<file path="config.mk">
export PLATFORM = sky130hd
export DESIGN_NAME = arbiter_rr4_ctrl_flat
export DESIGN_NICKNAME = d
export VERILOG_FILES = /design/src/rtl/arbiter_rr4_ctrl_if.sv /design/src/rtl/arbiter_rr4_ctrl.sv /design/src/flat_wrapper.sv
export SDC_FILE = /design/constraint.sdc
export NUM_CORES = 1
export LEC_CHECK = 0
export ABC_AREA = 1
export BUFFER_PORTS_ARGS = -buffer_cell sky130_fd_sc_hd__clkbuf_2
export CELL_PAD_IN_SITES_DETAIL_PLACEMENT = 0
export CELL_PAD_IN_SITES_GLOBAL_PLACEMENT = 1
export CORE_MARGIN = 10
export CORE_UTILIZATION = 40
export CTS_CLUSTER_DIAMETER = 40
export DETAILED_ROUTE_END_ITERATION = 10
export PLACE_DENSITY_LB_ADDON = 0.1
export SLEW_MARGIN = 0
export SYNTH_ARGS = -nofsm -noshare
export SYNTH_HDL_FRONTEND = slang
export SYNTH_SLANG_ARGS = --single-unit
</file>
<file path="constraint.sdc">
create_clock -name clk -period 2.1 [get_ports clk]
set_input_delay 0.42 -clock clk [delete_from_list [all_inputs] [get_ports clk]]
set_output_delay 0.42 -clock clk [all_outputs]
set_load 0.02 [all_outputs]
</file>
<file path="src/rtl/arbiter_rr4_ctrl_if.sv">
// Request/grant bundle between the requesters and the 4-way round-robin arbiter.
// The master side drives requests and release; the slave side is the arbiter.
interface arbiter_rr4_ctrl_if;
    logic [3:0] req;
    logic       done;
    logic [3:0] gnt;
    logic [1:0] gnt_idx;
    logic       gnt_vld;
    logic       timeout;

    modport master (output req, done, input gnt, gnt_idx, gnt_vld, timeout);
    modport slave  (input req, done, output gnt, gnt_idx, gnt_vld, timeout);
endinterface

</file>
<file path="src/rtl/arbiter_rr4_ctrl.sv">
// Round-robin arbiter for 4 requesters with held grants, owner release,
// request-drop release and an optional hold-time limit that pulses timeout.
module arbiter_rr4_ctrl #(
    parameter int HOLD_MAX = 16
) (
    input  logic                     clk,
    input  logic                     rst_n,
    arbiter_rr4_ctrl_if.slave        bus
);

    typedef enum logic [0:0] {IDLE = 1'b0, GRANT = 1'b1} state_t;

    state_t     state_q, state_d;
    logic [3:0] gnt_q,   gnt_d;
    logic [1:0] idx_q,   idx_d;
    logic [1:0] ptr_q,   ptr_d;
    logic [7:0] cnt_q,   cnt_d;

    logic [1:0] win_s;
    logic [1:0] cand_s;
    logic       found_s;
    logic       owner_req_s;
    logic       hold_hit_s;
    logic       release_s;

    // Winner search starts just after the last owner, so the last owner ranks lowest.
    always_comb begin
        win_s   = ptr_q;
        cand_s  = ptr_q;
        found_s = 1'b0;
        for (int i = 1; i <= 4; i++) begin
            cand_s = ptr_q + i[1:0];
            if (!found_s && bus.req[cand_s]) begin
                win_s   = cand_s;
                found_s = 1'b1;
            end else begin
                found_s = found_s;
            end
        end
    end

    assign owner_req_s = bus.req[idx_q];
    assign hold_hit_s  = (HOLD_MAX != 0) && (cnt_q == 8'(HOLD_MAX - 1));
    assign release_s   = bus.done || !owner_req_s || hold_hit_s;

    // Next-state and next-grant decisions.
    always_comb begin
        state_d = state_q;
        gnt_d   = gnt_q;
        idx_d   = idx_q;
        ptr_d   = ptr_q;
        cnt_d   = cnt_q;
        case (state_q)
            IDLE: begin
                if (bus.req != 4'b0000) begin
                    state_d = GRANT;
                    gnt_d   = 4'b0001 << win_s;
                    idx_d   = win_s;
                    ptr_d   = win_s;
                    cnt_d   = 8'd0;
                end else begin
                    state_d = IDLE;
                end
            end
            GRANT: begin
                if (release_s) begin
                    state_d = IDLE;
                    gnt_d   = 4'b0000;
                    idx_d   = 2'b00;
                end else if (cnt_q != 8'hFF) begin
                    cnt_d = cnt_q + 8'd1;
                end else begin
                    cnt_d = cnt_q;
                end
            end
            default: begin
                state_d = IDLE;
                gnt_d   = 4'b0000;
                idx_d   = 2'b00;
                cnt_d   = 8'd0;
            end
        endcase
    end

    // State, grant, pointer and hold counter registers.
    always_ff @(posedge clk or negedge rst_n) begin
        if (!rst_n) begin
            state_q <= IDLE;
            gnt_q   <= 4'b0000;
            idx_q   <= 2'b00;
            ptr_q   <= 2'd3;
            cnt_q   <= 8'd0;
        end else begin
            state_q <= state_d;
            gnt_q   <= gnt_d;
            idx_q   <= idx_d;
            ptr_q   <= ptr_d;
            cnt_q   <= cnt_d;
        end
    end

    // Timeout must coincide with the last grant cycle, and a same-cycle done or
    // request drop takes precedence, so it cannot be registered.
    assign bus.timeout = (state_q == GRANT) && hold_hit_s && !bus.done && owner_req_s;
    assign bus.gnt     = gnt_q;
    assign bus.gnt_idx = idx_q;
    assign bus.gnt_vld = |gnt_q;

endmodule
</file>
<file path="src/flat_wrapper.sv">
// flat-port wrapper written by rule: the top's interface ports become plain ports
module arbiter_rr4_ctrl_flat 
#(
    parameter int HOLD_MAX = 16
)
  (clk, rst_n, bus_req, bus_done, bus_gnt, bus_gnt_idx, bus_gnt_vld, bus_timeout);
  arbiter_rr4_ctrl_if bus_i ();
  input  logic clk;
  input  logic rst_n;
  input wire logic [$bits(bus_i.req)-1:0] bus_req;
  input wire logic [$bits(bus_i.done)-1:0] bus_done;
  output wire logic [$bits(bus_i.gnt)-1:0] bus_gnt;
  output wire logic [$bits(bus_i.gnt_idx)-1:0] bus_gnt_idx;
  output wire logic [$bits(bus_i.gnt_vld)-1:0] bus_gnt_vld;
  output wire logic [$bits(bus_i.timeout)-1:0] bus_timeout;
  assign bus_i.req = bus_req;
  assign bus_i.done = bus_done;
  assign bus_gnt = bus_i.gnt;
  assign bus_gnt_idx = bus_i.gnt_idx;
  assign bus_gnt_vld = bus_i.gnt_vld;
  assign bus_timeout = bus_i.timeout;
  arbiter_rr4_ctrl #(.HOLD_MAX(HOLD_MAX)) u_core (.clk(clk), .rst_n(rst_n), .bus(bus_i));
endmodule
</file>
==> impl_metrics.yaml, run 1 <==
detailed_routing:
  firstDrtPassIters: 4
  routed_wl_um: 2650
  avgViaCountPerCell: 4.97
  ant_nets: 0
  wl_per_cell_um: 12.0
  route.detailed.drc: 0
  drtIter0Drc: 56
  num_vias: 1094
logic_synthesis:
  syn_area_mm2: 0.00119
  synth_compound_area_frac: 0.0672
  muxShareOfSynthArea: 0
  ys_types: 25
  synth_seq_cells: 17
  synth.yosys.warnings: 0
  synth-xor-area-share: 0.0147
  synth_fa_ha_area_frac: 0.0105
  synth_top_family_by_area: "simple AND/OR/NAND/NOR gates"
  netlist_instances: 174
  syn-num-nets: 182
  yosysSeqAreaShare: 0.359
  avgSynthCellArea_um2: 6.85
  synth_simple_gate_area_frac: 0.476
min_path:
  holdCritPathClass: "input port to asynchronous set/reset pin"
setup_path:
  worstPathRequired_ns: 1.68
  cp.arrival_ns: 1.50
  slowest_stage: "dfrtp_1"
  critPathCaptureType: "output port"
  cpPeakStageDelay_ns: 0.40
  cp_max_fo: 4
  start_kind: "register"
  path_class: "register to output port"
  crit_chain: "ha_2 -> nand2_2 -> nor2_4 -> nand4_1 -> nor2_1 -> buf_4"
floorplanning:
  die-area_mm2: 0.00557
  start_util: 0.425
  die_h_um: 74.6
  core_mm2: 0.00281
  rows: 19
  chipWidth_um: 74.6
  num_io_pins: 15
run:
  maxCapViolations: 0
timing:
  fin_crit_sh: 0.915
  drv_slew: 0
  whs_ns: 0.0440
  slew_headroom: 0.551
  fin_worst_skew_ns: 0.000810
  layout_min_cycle_time_ns: 1.92
  report.final.hold_viol_count: 0
  rsz0062_at_grt: "no"
  setup_tns_ns: 0
  setup_violations: 0
  max_clock_freq_mhz: 520
  worst_slew_pin_slew_ns: 0.667
clock_network:
  cts_tree: "yes"
  cts_hold_buf: 0
  postCtsSetupRepairBufs: 0
  htree_levels: 1
  clock_sinks: 17
  numCtsBuffers: 3
  cts_resized: 0
  cts_buffer_depth: 2
  clkLatencyLatePin_ns: 0.29
  clkTransAtPathRegs_ns: 0.10
  cts-root-buf: "clkbuf_4"
finish:
  multi_input_area_um2: 686
  final_util: 0.467
  fill_cells: 293
  seqCellArea_um2: 428
  fin_nets: 198
  antenna_cells: 0
  drive_gt1_frac: 0.228
  area.growth.synth_to_final_pct: 9.76
placed_design:
  finalWeightedCongestion: 0.781
  io_buffers: 14
  dpl.hpwl_um: 2090
outcome:
  status: "finished clean"
global_route:
  grt-ovfl-total: 0
  grt_max_degree: 18
  grt_pass1_vias: 1012
  grt_pass1_wl_um: 4680
  track_usage: 0.107
  antenna_found_initial: 0
pwr:
  power_uw: 1900
  total_leakage_power_uw: 0.000671
  power_density_mw_per_mm2: 1450
  ir_worst_vdd_mv: 0.627
-- layer usage --
layer / part of all wire / track usage / vias to the layer above
li1: - / - / 586
met1: 0.53 / 0.148 / 486
met2: 0.40 / 0.149 / 20
met3: 0.055 / 0.0412 / 2
met4: 0.0060 / 0.0273 / 0
met5: 0 / 0 / -
-- path summary, 6_finish.rpt --
kind                                          startpoint                       endpoint  slack (ns)  cells after the start
setup / recovery             u_core.cnt_q[1]$_DFFE_PN0P_                    bus_timeout        0.18                      6
hold / removal                                     rst_n  u_core.bus.gnt[1]$_DFFE_PN0P_        0.04                      1
setup reg to reg             u_core.ptr_q[0]$_DFFE_PN1P_  u_core.bus.gnt[0]$_DFFE_PN0P_        0.46                     11
hold reg to reg            u_core.bus.gnt[1]$_DFFE_PN0P_  u_core.bus.gnt[1]$_DFFE_PN0P_        0.51                      2
max in group asynchronous                          rst_n    u_core.ptr_q[1]$_DFFE_PN1P_        1.72                      1
min in group clk                                bus_done       u_core.state_q$_DFF_PN0_        0.49                      4
-- critical path: cells and delay by family, from the launching register on --
family / cells / cell delay, ns
and+or+nand+nor: 4 / 0.45
DFF: 1 / 0.40
adders and majority gates: 1 / 0.21
buffers and inverters: 1 / 0.14
-- cell families (layout without fill, tap and decap cells) --
family                     count (synthesis)  count (layout)
xor gates and xnor gates                   2               2
and+or+nand+nor                          122             122
AOI/OAI and AO/OA                         16              16
buffers and inverters                     16              31
adders and majority gates                  1               1
DFF                                       17              17
-- where the power goes --
group | internal [uW] | leakage, uW | switching (uW)
logic | 369 | 0.000432 | 772
clock network | 70.9 | 0.0000177 | 110
registers | 439 | 0.000221 | 136
-- area by class of cell --
type / instances / area share
timing repair buffer: 14 / 0.0554
clock inverter: 1 / 0.00382
sequential: 17 / 0.327
inverter: 13 / 0.0430
clock buffer: 3 / 0.0172
tap: 31 / 0.0296
multi-input combinational: 141 / 0.524
-- state kept, by name, summed over array words and instances, names as in the netlist --
register	cells
u_core.ptr_q	2
u_core.bus.gnt_idx	2
u_core.state_q	1
u_core.cnt_q	8
u_core.bus.gnt	4
-- placed cells by master, fill, tap and decap left out, drive strengths merged --
master  count
a21oi       2
buf         1
clkbuf     16
clkinv      2
dfrtp      15
dfstp       2
ha          1
inv        12
nand2      85
nand3      15
nand3b      1
nand4       2
nor2       15
nor3        1
o21ai      14
or2         2
or4         1
xor2        2
-- stage by stage --
| step | instance area, um2 | cells | worst slack, ns |
|---|---|---|---|
| final | 1310 | 220 | 0.179 |
| after global routing | 1310 | 220 | 0.0113 |
| after CTS | 1300 | 220 | 0.0899 |
| after detailed placement | 1270 | 216 | 0.439 |
| after global placement | 1270 | 216 | 0.452 |
| after floorplan | 1190 | 174 | 0.566 |
-- cells in the mapped netlist, drive strengths merged --
cell type,n,area share
a21oi,2,0.0084
buf,3,0.025
clkinv,1,0.0073
dfrtp,15,0.31
dfstp,2,0.044
ha,1,0.010
inv,12,0.040
nand2,85,0.31
nand3,15,0.073
nand3b,1,0.0063
nand4,2,0.010
nor2,15,0.051
nor3,1,0.0042
o21ai,14,0.059
or2,2,0.010
or4,1,0.0063
xor2,2,0.015
Note: power is estimated with default switching activity, not from simulation.
==> inputs of run 2 (changes only) <==
--- a/config.mk
+++ b/config.mk
@@ -5,12 +5,11 @@
 export SDC_FILE = /design/constraint.sdc
 export NUM_CORES = 1
 export LEC_CHECK = 0
-export ABC_AREA = 1
 export BUFFER_PORTS_ARGS = -buffer_cell sky130_fd_sc_hd__clkbuf_2
 export CELL_PAD_IN_SITES_DETAIL_PLACEMENT = 0
 export CELL_PAD_IN_SITES_GLOBAL_PLACEMENT = 1
 export CORE_MARGIN = 10
-export CORE_UTILIZATION = 40
+export CORE_UTILIZATION = 41
 export CTS_CLUSTER_DIAMETER = 40
 export DETAILED_ROUTE_END_ITERATION = 10
 export PLACE_DENSITY_LB_ADDON = 0.1
==> run 2 against run 1 <==
Against the previous run:
- routed wire length is 21% lower
- core utilization is 4.9 points higher
- via count is 26% lower
- global-route usage is 0.56 points lower
- clock skew is 0.0014 ns higher
- combinational power is 45% lower
- synthesized area is 24% lower
- first-iteration DRC count is 23% lower
- final cell count is 32% lower
- cell area is 15% lower
- non-clock buffer count is 11 higher
- largest power group unchanged
==> impl_metrics.yaml, run 2 <==
outcome:
  status: "finished clean"
setup_path:
  crit_chain: "or4_1 -> nor3_1 -> clkbuf_4"
  cp_max_fo: 2
  start_kind: "register"
  reg2reg_to: "u_core.cnt_q[7]$_DFFE_PN0P_"
  critical_path_buf_inv_count: 1
  cpPeakStageDelay_ns: 0.54
  worstPathRequired_ns: 1.68
  crit_family: "simple AND/OR/NAND/NOR gates"
  reg2reg_depth: 6
  r2r-start: "u_core.cnt_q[1]$_DFFE_PN0P_"
  critPathCaptureType: "output port"
  cp_num_cells: 3
  slowest_stage: "or4_1"
  cp.arrival_ns: 1.61
  path_class: "register to output port"
  reg2reg_setup_slack_ns: 0.14
finish:
  fin_nets: 130
  area.growth.synth_to_final_pct: 22.6
  largest_register_ffs: 8
  layout_commonest_cell: "dfrtp_1"
  antenna_cells: 0
  top_register: "u_core.cnt_q"
  design_area_mm2: 0.00112
  layout_common_cells: "15 x dfrtp_1, 13 x nand2_1, 13 x clkbuf_2"
  drive_gt1_frac: 0.306
detailed_routing:
  ant_nets: 0
  wl_per_cell_um: 14.0
  firstDrtPassIters: 4
  route.detailed.drc: 0
  routed_wl_um: 2080
  drtIter0Drc: 43
  avgViaCountPerCell: 5.43
  num_vias: 809
logic_synthesis:
  synth.yosys.warnings: 0
  synth_common_cells: "15 x dfrtp_1, 13 x nand2_1, 8 x o21ai_0, 5 x nor2_1, 4 x nand2b_1"
  ys_top_cells_by_area: "dfrtp_1 41%, dfstp_2 5.8%, nand2_1 5.3%"
  syn_area_um2: 912
  synth_seq_cells: 17
  syn-num-nets: 102
  avgSynthCellArea_um2: 9.70
  synth_most_common_cell: "dfrtp_1"
  yosysTopAreaCell: "dfrtp_1"
  ys_types: 35
  async_reset_ff_frac: 1.00
  synth-edff-count: 0
  yosys_most_used_dff: "dfrtp_1"
  yosysTopAreaCellShare: 0.412
  netlist_instances: 94
  yosysSeqAreaShare: 0.469
timing:
  worst_slew_pin_slew_ns: 0.570
  report.final.hold_viol_count: 0
  setup_violations: 0
  max_clock_freq_mhz: 492
  fin_crit_sh: 0.967
  drv_slew: 0
  rsz0062_at_grt: "no"
  fin_worst_skew_ns: 0.00219
  layout_min_cycle_time_ns: 2.03
  slew_headroom: 0.618
  setup_tns_ns: 0
floorplanning:
  chipWidth_um: 67.2
  num_io_pins: 15
  rows: 17
  core_mm2: 0.00217
  die_h_um: 67.2
  start_util: 0.420
  die-area_mm2: 0.00451
clock_network:
  cts_buffer_depth: 2
  clkLatencyLatePin_ns: 0.30
  cts-root-buf: "clkbuf_4"
  htree_levels: 1
  clock_sinks: 17
  numCtsBuffers: 3
  clkTransAtPathRegs_ns: 0.10
  cts_tree: "yes"
pwr:
  power_density_mw_per_mm2: 1190
  total_leakage_power_uw: 0.000514
  ir_worst_vdd_mv: 0.732
global_route:
  grt_pass1_vias: 796
  track_usage: 0.101
  grt_max_degree: 18
  grt_pass1_wl_um: 3570
  antenna_found_initial: 0
  grt-ovfl-total: 0
placed_design:
  dpl.hpwl_um: 1570
  finalWeightedCongestion: 0.751
  postPlaceCellArea_mm2: 0.00107
  io_buffers: 14
min_path:
  holdCritPathClass: "input port to asynchronous set/reset pin"
run:
  maxCapViolations: 0
[run 2: cell count changes in the layout (fill, tap and decap cells not counted), sizes merged, moves of 6 or more]
cell	change
buf	+10
nor2	-10
inv	-9
nand2	-72
nand3	-13
o21ai	-6
[run 2: stage by stage]
step | setup WS, ns | power [uW] | hold WS [ns] | std cells | utilization
finish | 0.0686 | 1330 | 0.0382 | 149 | 0.516
global route | 0.00900 | 1450 | 0.0425 | 149 | 0.516
CTS | 0.0389 | 1340 | 0.0443 | 148 | 0.510
detailed placement | 0.0243 | 1160 | 0.375 | 143 | 0.493
global placement | 0.0734 | 1150 | 0.376 | 143 | 0.493
floorplan | 0.102 | 926 | 0.124 | 94 | -
[run 2: what timing repair did]
action,4_1_cts,5_1_grt
endpoints found under the setup margin,1,2
gates resized for setup,1,1
setup buffers,1,1
hold buffers,0,0
[run 2: area by class of cell]
cell class	count	area, um2
fillers	213	1050
well taps	28	35.0
inverters	3	11.3
multi-input cells	72	463
flip-flops and latches	17	428
clock buffers	4	26.3
repair buffers	25	155
[run 2: worst max-delay path by stage]
stage                                start                     endpoint  slack (ns)
5_1_grt        u_core.cnt_q[1]$_DFFE_PN0P_                  bus_timeout       0.009
3_5_place_dp                      bus_done  u_core.cnt_q[7]$_DFFE_PN0P_        0.02
2_1_floorplan  u_core.cnt_q[0]$_DFFE_PN0P_  u_core.cnt_q[7]$_DFFE_PN0P_        0.10
3_3_place_gp                      bus_done  u_core.cnt_q[7]$_DFFE_PN0P_        0.07
4_1_cts        u_core.cnt_q[5]$_DFFE_PN0P_                  bus_timeout        0.04
6_report       u_core.cnt_q[4]$_DFFE_PN0P_                  bus_timeout        0.07
[run 2: logic make-up after synthesis]
kind of cell | count (synthesis) | synth area share
compound gates | 28 | 0.218
simple gates | 39 | 0.226
mux | 3 | 0.0343
buf+inv | 5 | 0.0288
fa+ha+maj | 1 | 0.0137
xor+xnor | 1 | 0.00960
flops | 17 | 0.469
[run 2: power by group]
group          switching, uW  internal, uW
Combinational            359           270
Clock                    106          74.0
Sequential              81.3           437
Total                    547           781
[run 2: worst reg2reg max path, stage by stage, from the launching register on]
cell and delay [ns]:
dfrtp_1 0.42, ha_1 0.23, nand3_1 0.11, nor2_1 0.07, or3_4 0.42, or4_1 0.49
a21oi_1 0.16
[run 2: routing by layer]
layer,up-vias,track usage,routed length [um]
li1,413,-,-
met1,379,0.135,1030
met2,15,0.147,900
met3,2,0.0331,135
met4,0,0.0385,14
met5,-,0,0
==> inputs of run 3 (changes only) <==
--- a/config.mk
+++ b/config.mk
@@ -8,7 +8,7 @@
 export BUFFER_PORTS_ARGS = -buffer_cell sky130_fd_sc_hd__clkbuf_2
 export CELL_PAD_IN_SITES_DETAIL_PLACEMENT = 0
 export CELL_PAD_IN_SITES_GLOBAL_PLACEMENT = 1
-export CORE_MARGIN = 10
+export CORE_MARGIN = 4
 export CORE_UTILIZATION = 41
 export CTS_CLUSTER_DIAMETER = 40
 export DETAILED_ROUTE_END_ITERATION = 10
==> run 3 against run 2 <==
Against the previous run:
- clock skew is 0.0093 ns higher
- first-iteration DRC count fell by 44%
- register-to-register slack lost 0.02 ns
- sequential power is 2% higher
- cell area fell by 1.6%
==> impl_metrics.yaml, run 3 (same netlist as run 2, synthesis figures left out) <==
outcome:
  status: "finished clean"
timing:
  layout_min_cycle_time_ns: 2.02
  fin_worst_skew_ns: 0.0115
  report.final.hold_viol_count: 0
  rsz0062_at_grt: "no"
  worst_slew_pin_slew_ns: 0.542
  drv_slew: 0
  slew_headroom: 0.639
  fin_crit_sh: 0.964
  whs_ns: 0.0441
  setup_violations: 0
  max_clock_freq_mhz: 494
  setup_tns_ns: 0
clock_network:
  cts-root-buf: "clkbuf_4"
  clkLatencyLatePin_ns: 0.29
  numCtsBuffers: 3
  clkTransAtPathRegs_ns: 0.11
  cts_tree: "yes"
  htree_levels: 1
  cts_buffer_depth: 2
  clock_sinks: 17
global_route:
  grt_pass1_wl_um: 3520
  track_usage: 0.164
  grt_max_degree: 18
  antenna_found_initial: 0
  grt_pass1_vias: 788
  grt-ovfl-total: 0
setup_path:
  cp_max_fo: 5
  worstPathRequired_ns: 1.68
  r2r-start: "u_core.cnt_q[0]$_DFFE_PN0P_"
  cp.arrival_ns: 1.60
  crit_path_start: "u_core.cnt_q[5]$_DFFE_PN0P_"
  path_class: "register to output port"
  start_kind: "register"
  slowest_stage: "or4_1"
  crit_chain: "or4_1 -> nor3_2 -> clkbuf_4"
  critPathCaptureType: "output port"
  cpPeakStageDelay_ns: 0.55
detailed_routing:
  wl_per_cell_um: 14.4
  ant_nets: 0
  avgViaCountPerCell: 5.68
  route.detailed.drc: 0
  routed_wl_um: 2080
  firstDrtPassIters: 4
  drtIter0Drc: 24
  num_vias: 823
placed_design:
  postPlaceCellArea_mm2: 0.00105
  dp.cells: 140
  finalWeightedCongestion: 0.844
  io_buffers: 14
  dpl.hpwl_um: 1500
floorplanning:
  die_h_um: 55.2
  chipWidth_um: 55.2
  start_util: 0.447
  rows: 16
  die-area_mm2: 0.00304
  num_io_pins: 15
  core_mm2: 0.00204
finish:
  area.growth.synth_to_final_pct: 20.7
  layout_common_cells: "14 x dfrtp_1, 13 x nand2_1, 13 x clkbuf_2"
  instances_no_fill: 145
  layout_commonest_cell: "dfrtp_1"
  largest_register_ffs: 8
  drive_gt1_frac: 0.305
  top_register: "u_core.cnt_q"
  design_area_mm2: 0.00110
  fin_nets: 127
  final_util: 0.539
  antenna_cells: 0
run:
  maxCapViolations: 0
pwr:
  switchingPower_uw: 548
  ir_worst_vdd_mv: 0.618
  power_density_mw_per_mm2: 1200
  seq_power_share: 0.403
  internal_power_uw: 768
  clock_power_share: 0.136
  total_leakage_power_uw: 0.000498
  swShare: 0.417
  power_frac_comb: 0.461
min_path:
  holdCritPathClass: "input port to asynchronous set/reset pin"
[run 3: power by group through the flow]
| stage | combinational, uW | clock, uW | sequential [uW] |
|---|---|---|---|
| finish | 607 | 179 | 530 |
| global route | 681 | 199 | 545 |
| CTS | 603 | 184 | 529 |
| detailed placement | 598 | 0 | 534 |
| global placement | 599 | 0 | 529 |
| floorplan | 340 | 0 | 586 |
[run 3: cell type report]
cell class              instances  area (um2)
fillers                       206         941
multi-input cells              72         468
flip-flops and latches         17         429
repair buffers                 22         133
well taps                      27        33.8
clock buffers                   4        26.3
inverters                       3        11.3
[run 3: repair_timing]
action                                  in CTS  in global routing
hold buffers                                 0                  0
resized for setup                            1                  3
endpoints found under the setup margin       1                  2
gates cloned                                 0                  0
setup buffers                                1                  0
endpoints found under the hold margin        0                  0
[run 3: per-layer routing]
metal,part of all wire,vias to the layer above,GRT usage
li1,-,401,-
met1,0.50,394,0.223
met2,0.44,24,0.256
met3,0.050,4,0.0241
met4,0.013,0,0.0729
met5,0,-,0
[run 3: critical path: cells and delay by family, from the launching register on]
family                 cells  cell delay (ns)
buffers and inverters      1             0.19
DFF                        1             0.44
and+or+nand+nor            2             0.68
[run 3: final timing paths]
path / slack [ns] / endpoint / depth (start not counted)
min: 0.04 / u_core.cnt_q[6]$_DFFE_PN0P_ / 1
min in group clk: 0.51 / u_core.bus.gnt[0]$_DFFE_PN0P_ / 2
max in group asynchronous: 1.70 / u_core.ptr_q[1]$_DFFE_PN1P_ / 1
max: 0.08 / bus_timeout / 3
min reg2reg: 0.51 / u_core.bus.gnt[0]$_DFFE_PN0P_ / 2
max reg2reg: 0.12 / u_core.cnt_q[7]$_DFFE_PN0P_ / 6
[run 3: per-stage QoR]
stage          power [uW]  setup slack (ns)
6_report             1320            0.0750
5_1_grt              1420            0.0141
4_1_cts              1320            0.0273
3_5_place_dp         1130            0.0864
3_3_place_gp         1130             0.125
2_1_floorplan         926             0.102
